File: src/rtl/descrambler_ctrl.sv
// descrambler_ctrl: RX frame sequencer between the Viterbi bit stream and the MAC byte port;
// recovers the descrambler seed, checks SERVICE, packs PSDU bytes LSB-first and drops tail/pad.
module descrambler_ctrl #(
  parameter int LEN_W    = 12,
  parameter int SVC_BITS = 16
) (
  input  logic             iClk,
  input  logic             iRst,
  input  logic             iStart,
  input  logic [LEN_W-1:0] iLength,
  input  logic             iValid,
  input  logic             iData,
  output logic             oDsSEN,
  output logic             oDsData,
  input  logic             iDsData,
  output logic [6:0]       oSeed,
  output logic [7:0]       oByte,
  output logic             oByteValid,
  output logic             oBusy,
  output logic             oDone,
  output logic             oSvcErr,
  output logic             oUnderrun
);
  typedef enum logic [2:0] {IDLE, SEED, SVC, DATA, DRAIN} state_t;
  localparam logic [LEN_W+2:0] SEED_LAST = (LEN_W+3)'(6);
  localparam logic [LEN_W+2:0] SVC_LAST  = (LEN_W+3)'(SVC_BITS - 8);
  state_t           state_q, state_d;
  logic [LEN_W+2:0] cnt_q, cnt_d;
  logic [LEN_W-1:0] len_q;
  logic [6:0]       seed_q, sh_q;
  logic [7:0]       byte_q;
  logic             bv_q, done_q, svc_q, und_q, und_d, last_bit;
  assign oDsData    = iData;
  assign oDsSEN     = (state_q == SEED) & iValid;
  assign oBusy      = state_q != IDLE;
  assign oSeed      = seed_q;
  assign oByte      = byte_q;
  assign oByteValid = bv_q;
  assign oDone      = done_q;
  assign oSvcErr    = svc_q;
  assign oUnderrun  = und_q;
  assign last_bit   = cnt_q == {len_q, 3'b000} - 1'b1;
  always_comb begin
    state_d = state_q;
    cnt_d   = cnt_q;
    und_d   = 1'b0;
    case (state_q)
      IDLE: begin
        cnt_d = '0;
        if (iStart) state_d = SEED;
      end
      SEED:
        if (iValid) begin
          cnt_d   = cnt_q == SEED_LAST ? '0 : cnt_q + 1'b1;
          state_d = cnt_q == SEED_LAST ? SVC : SEED;
        end else if (cnt_q != '0) und_d = 1'b1;
      SVC:
        if (iValid) begin
          cnt_d   = cnt_q == SVC_LAST ? '0 : cnt_q + 1'b1;
          state_d = cnt_q == SVC_LAST ? (len_q == '0 ? DRAIN : DATA) : SVC;
        end else und_d = 1'b1;
      DATA:
        if (iValid) begin
          cnt_d   = cnt_q + 1'b1;
          state_d = last_bit ? DRAIN : DATA;
        end else und_d = 1'b1;
      DRAIN: if (!iValid) state_d = IDLE;
      default: state_d = IDLE;
    endcase
    if (und_d) state_d = IDLE;
  end
  always_ff @(posedge iClk or posedge iRst)
    if (iRst) begin
      state_q <= IDLE;
      cnt_q   <= '0;
    end else begin
      state_q <= state_d;
      cnt_q   <= cnt_d;
    end
  always_ff @(posedge iClk or posedge iRst)
    if (iRst) begin
      len_q  <= '0;
      seed_q <= '0;
      sh_q   <= '0;
      byte_q <= '0;
      bv_q   <= 1'b0;
      done_q <= 1'b0;
      svc_q  <= 1'b0;
      und_q  <= 1'b0;
    end else begin
      bv_q   <= 1'b0;
      done_q <= (state_q == DRAIN) & ~iValid;
      if (state_q == IDLE && iStart) begin
        len_q <= iLength;
        svc_q <= 1'b0;
        und_q <= 1'b0;
      end
      if (oDsSEN) seed_q <= {seed_q[5:0], iData};
      if (state_q == SVC && iValid && iDsData) svc_q <= 1'b1;
      if (und_d) und_q <= 1'b1;
      if (state_q == DATA && iValid) begin
        sh_q <= {iDsData, sh_q[6:1]};
        if (cnt_q[2:0] == 3'd7) begin
          byte_q <= {iDsData, sh_q};
          bv_q   <= 1'b1;
        end
      end
    end
endmodule
File: config.mk
export PLATFORM = sky130hd
export DESIGN_NAME = descrambler_ctrl
export DESIGN_NICKNAME = d
export VERILOG_FILES = /design/src/rtl/descrambler_ctrl.sv
export SDC_FILE = /design/constraint.sdc
export NUM_CORES = 1
export LEC_CHECK = 0
export CAP_MARGIN = 20
export CORE_AREA = 4 4 78 80
export CTS_CLUSTER_DIAMETER = 120
export DETAILED_ROUTE_END_ITERATION = 8
export DIE_AREA = 0 0 82 84
export GPL_TIMING_DRIVEN = 0
export PLACE_DENSITY_LB_ADDON = 0.08
export SLEW_MARGIN = 5
export SYNTH_ARGS = -nofsm -noshare
export SYNTH_HDL_FRONTEND = slang
export SYNTH_SLANG_ARGS = --single-unit
File: constraint.sdc
create_clock -name iClk -period 3 [get_ports iClk]
set_clock_uncertainty 0.05 [all_clocks]
set_input_delay 0.75 -clock iClk [delete_from_list [all_inputs] [get_ports iClk]]
set_output_delay 0.75 -clock iClk [all_outputs]
set_load 0.02 [all_outputs]
### Yosys cells after proc, flatten, opt, wreduce, memory -nomap -nowiden

Index checks and enable logic that the tools add are counted.

| cells by class | value |
|---|---|
| add/sub/neg operators | 2 |
| eq/ne operators | 16 |
| reductions and logical operators | 15 |
| multiplexer cells | 26 |
| bitwise operators | 3 |
| order comparisons | 0 |
| multipliers | 0 |
| divide/modulo/power cells | 0 |
| shift operators | 0 |

Operators by type and width:

| cell | number |
|---|---|
| 15-bit 2-to-1 mux | 5 |
| 15-bit case mux with 4 select lines | 1 |
| 3-bit 2-to-1 mux | 9 |
| 15-bit by 1-bit adder with 15-bit output, second input constant | 1 |
| 15-bit == test | 1 |
| 15-bit by 3-bit == test with 1-bit output, second input constant | 1 |
| 15-bit by 4-bit == test with 1-bit output, second input constant | 1 |
| 3-bit inequality test, second input constant | 5 |
| 3-bit case mux with 5 select lines | 1 |
| 15-bit nonzero test | 1 |
| 15-bit by 1-bit subtractor with 15-bit output, second input constant | 1 |
| 12-bit zero test | 1 |
| 1-bit 2-to-1 mux | 8 |
| 3-bit by 2-bit == test with 1-bit output, second input constant | 2 |
| 3-bit == test, second input constant | 2 |
| 2-bit inequality test, second input constant | 3 |
| 5-bit AND reduction | 1 |
| 1-bit logical AND | 4 |
| 4-bit AND reduction | 1 |
| 2-bit nonzero test | 2 |
| 4-bit nonzero test | 1 |
| 3-bit by 1-bit == test with 1-bit output, second input constant | 1 |
| 3-bit zero test | 1 |
| 3-bit nonzero test | 1 |
| 6 further kinds | 7 |

| word-level totals | value |
|---|---|
| bits of input ports | 18 |
| memories | 0 |
| word-level logic and storage cells | 72 |
| ROM bits | 0 |
| RAM bits | 0 |
| output and inout port bits | 22 |
| bits in latches | 0 |
| flip-flop bits (word level) | 56 |

### Depth between registers and ports, before layout

Gate-level depths: netlist of the first run.

| depth | value |
|---|---|
| word-level depth | 6 |
| depth in mapped cells | 8 |
| gate-level depth less buffers | 8 |

### Worst setup path after synthesis of the first run

No wires, ideal clock.

| path | value |
|---|---|
| path kind | reg-to-reg |
| from | register len_q[0] |
| to | register state_q[1] |
| slack | 0.780 ns |
| buffers on the path | 0 |
| required time | 2.829 ns |
| arrival | 2.049 ns |
| clock period less this slack | 2.220 ns |
| stages on the path, launching flop included | 9 |
| setup time | 0.121 ns |
| cell sequence | dfrtp_1 inv_1 ha_1 xor2_1 nand3_1 or4_1 nor3_2 o2111ai_2 a22o_1 |

| on the way | value |
|---|---|
| longest elaborated chain between the ends | 6 |
| elaborated cells on any way between the ends | 10 |
| classes of those cells | add/sub (1); eq/ne (1); mux (7); reduce/logical (1) |

Ends and longest elaborated chain:

| item | line | RTL |
|---|---|---|
| start, declared | 29 | `logic [LEN_W-1:0] len_q;` |
| start signal, assigned | 94 | `len_q <= iLength;` |
| 15-bit by 1-bit subtractor with 15-bit output / 12-bit zero test (equally long branches) | 42, 60 |  |
| 15-bit == test / 3-bit 2-to-1 mux (equally long branches) | 42, 60 |  |
| 3-bit 2-to-1 mux (on tied branches) | 65, 60 |  |
| 3-bit 2-to-1 mux (on tied branches) | 63, 58 |  |
| 3-bit case mux with 5 select lines * | 47 | `case (state_q)` |
| 3-bit 2-to-1 mux * | 70 | `if (und_d) state_d = IDLE;` |
| end signal, assigned | 77 | `state_q <= state_d;` |
| end, declared | 27 | `state_t state_q, state_d;` |

Every way passes the cells marked *; elsewhere a longest branch is shown, timed or not. The select of a mux whose other input is x is not followed.
A chain may end at the register's enable or synchronous reset.

### Worst setup path in the final report of the first run

| path | value |
|---|---|
| from | input iValid |
| to | output oDsSEN |

| on the way | value |
|---|---|
| longest elaborated chain between the ends | 1 |

Ends and longest elaborated chain:

| item | line | RTL |
|---|---|---|
| start, declared | 11 | `input logic iValid,` |
| 1-bit AND | 34 | `assign oDsSEN = (state_q == SEED) & iValid;` |
| end, declared | 13 | `output logic oDsSEN,` |

No other way between the ends.

==> impl_metrics.env, run 1 <==
export IMPL_status="finished clean"
export IMPL_antenna_left=0
export IMPL_fp_row_count=27
export IMPL_dp_hpwl_um=4350
export IMPL_grt_use_met1_pct=26.1
export IMPL_root_buffer="clkbuf_8"
export IMPL_tightest_slew_ns=0.825
export IMPL_grt_usage_pct=18.7
export IMPL_die_w_um=82
export IMPL_first_global_vias=2180
export IMPL_post_route_min_period_ns=2.80
export IMPL_ys_warn_count=0
export IMPL_worstPathMaxFanout=8
export IMPL_core_area_um2=5410
export IMPL_power_density_nw_per_um2=730
export IMPL_port_buffers=39
export IMPL_vias_per_cell=5.26
export IMPL_cap_violations=0
export IMPL_via_count=2288
export IMPL_routedWlPerCell_um=13.3
export IMPL_grtUsageMet2_pct=29.2
export IMPL_drcViolationCount=0
export IMPL_async_flop_share_pct=100
export IMPL_slew_viol_final=0
export IMPL_synth_flop_cell="dfrtp_1"
export IMPL_critPathArrivalTime_ns=2.00
export IMPL_drive_gt1_share_pct=9.92
export IMPL_crit_type="in2out"
export IMPL_cp_required_ns=2.20
export IMPL_ios=40
export IMPL_dieArea_um2=6890
export IMPL_ys_types=44
export IMPL_cp_start_kind="primary input"
export IMPL_firstDrtPassIters=6
export IMPL_final_cell_mix="nand2_1 (93), dfrtp_1 (56), clkdlybuf4s50_1 (38)"
export IMPL_end_kind="output port"
export IMPL_final_nets=385
export IMPL_syn_num_nets=339
export IMPL_hold_violations=0
export IMPL_diodes=0
export IMPL_cts_resized=2
export IMPL_path_clk_slew_ns=0.10
export IMPL_final_common_cell="nand2_1"
export IMPL_antenna_found_initial=0
export IMPL_synth_edf_count=0
export IMPL_finalSetupTns_ns=0
export IMPL_fillCellCount=474
export IMPL_die_h_um=84
export IMPL_cts_buffers=5
export IMPL_cts_tree="yes"
export IMPL_fin_crit_sh_pct=93.4
export IMPL_final_cells=435
export IMPL_grt_overflow=0
export IMPL_ir_worst_vdd_v=0.000443
export IMPL_syn_instance_count=316
export IMPL_clock_latency_ns=0.31
export IMPL_cts_sinks=56
export IMPL_synth_seq_cells=56
export IMPL_leakagePower_uw=0.00160
export IMPL_routabilityCongestion=0.828
export IMPL_grt_max_degree=32
export IMPL_htreeDepth=2
export IMPL_routed_wl_um=5780
export IMPL_clk_path_buf_depth=2
export IMPL_post_cts_setup_buffers=0
export IMPL_busiest_layer="met2"
export IMPL_finalSetupViolCount=0
export IMPL_placed_cells=428
export IMPL_rsz0062_at_grt="no"
export IMPL_synth_area_um2=2900
export IMPL_worstHoldPathType="reg2reg"
export IMPL_fmax_ghz=0.357
export IMPL_holdBufCountCts=0
export IMPL_grt_pass1_wl_um=10100
export IMPL_avgSynthCellArea_um2=9.18
export IMPL_use_met3_pct=4.43
export IMPL_relSlewSlack_pct=44.5
export IMPL_synth_seq_area_share_pct=48.3
export IMPL_area_growth_pct=20.5
export IMPL_start_util_pct=53.7
export IMPL_drtIter0Drc=169
[Yosys cell counts (2+ instances only)]
library cell	number	area share, %
o31ai_1	2	0.52
xnor2_1	16	4.8
and3_1	3	0.65
o21ai_0	7	1.2
nor4_1	3	0.65
a32o_1	2	0.69
inv_1	8	1.0
mux2_2	9	3.5
nor2b_1	4	0.86
xor2_1	9	2.7
a21oi_1	6	1.0
a22o_1	5	1.5
nor3_1	5	0.86
and2_1	2	0.43
dfrtp_1	56	48
nor2_1	25	3.2
nand3_1	10	1.7
nand4_1	7	1.5
nor2_2	2	0.43
nor3b_1	2	0.52
ha_1	5	2.2
nor3_2	4	1.4
nand2_1	93	12
a21o_1	2	0.52
clkbuf_1	10	1.3
[cell type report]
cell class | instances | area, µm² | area share [%]
multi-input cells | 240 | 1420 | 40.7
flip-flops and latches | 56 | 1400 | 40.1
repair buffers | 40 | 409 | 11.7
well taps | 72 | 90.1 | 2.58
clock buffers | 6 | 82.6 | 2.36
plain buffers | 10 | 41.3 | 1.18
inverters | 9 | 33.8 | 0.967
clock inverters | 2 | 15.0 | 0.430
[state kept, by name, indices dropped and copies added (netlist names), 3 cells and up]
register and flops:
sh_q 7, len_q 12, oByte 8, cnt_q 15
state_q 3, oSeed 7
[cells by family (layout without fill, tap and decap cells)]
family          count (synthesis)  count (layout)  share of synthesized area [%]
fa+ha+maj                       5               5                           2.16
mux                             9               9                           3.49
buf+inv                        20              67                           2.72
flops                          56              56                           48.3
xor+xnor                       25              25                           7.55
simple gates                  170             170                           27.8
compound gates                 31              31                           7.94
[worst max-delay path, cell delays in order]
cell	delay [ns]
clkdlybuf4s50_1	0.59
and2_2	0.30
dlygate4sd2_1	0.36
[final timing paths]
path	cells after the start	end	from	slack, ns
min in group asynchronous	2	state_q[2]	iRst	0.79
min	2	oByte[3]	oByte[3]	0.43
max	3	oDsSEN	iValid	0.20
min reg2reg	2	oByte[3]	oByte[3]	0.43
max in group asynchronous	3	len_q[1]	iRst	1.54
max reg2reg	8	state_q[1]	len_q[0]	0.57
[through the flow]
step / area (µm²) / util, % / setup WS (ns) / power [µW] / hold slack, ns
floorplan: 2900 / - / 0.780 / 1820 / 0.389
global placement: 3380 / 62.5 / -0.335 / 2120 / 0.408
detailed placement: 3400 / 62.9 / -0.331 / 2160 / 0.412
CTS: 3490 / 64.7 / 0.184 / 2590 / 0.436
global route: 3490 / 64.7 / 0.00916 / 2760 / 0.450
finish: 3490 / 64.7 / 0.198 / 2550 / 0.429
[where the power goes]
part | switching (µW) | leakage (µW) | internal, µW | total (µW)
clock network | 241 | 0.0000434 | 187 | 428
registers | 192 | 0.000744 | 909 | 1100
logic | 530 | 0.000816 | 492 | 1020
[metal layers]
| layer | wire length [µm] | vias up | part of all wire, % |
|---|---|---|---|
| met4 | 75 | 0 | 1.3 |
| met5 | 0 | - | 0 |
| met3 | 270 | 8 | 4.7 |
| li1 | - | 1152 | - |
| met2 | 2790 | 51 | 48 |
| met1 | 2640 | 1077 | 46 |
No activity file was read; power rests on OpenSTA's default activity.
==> run 2, diff against run 1 <==
Settings changed: SKIP_LAST_GASP set to 1, TNS_END_PERCENT set to 5.
==> results of run 2 <==
No change in the layout: final DEF, timing and power equal those of run 1.
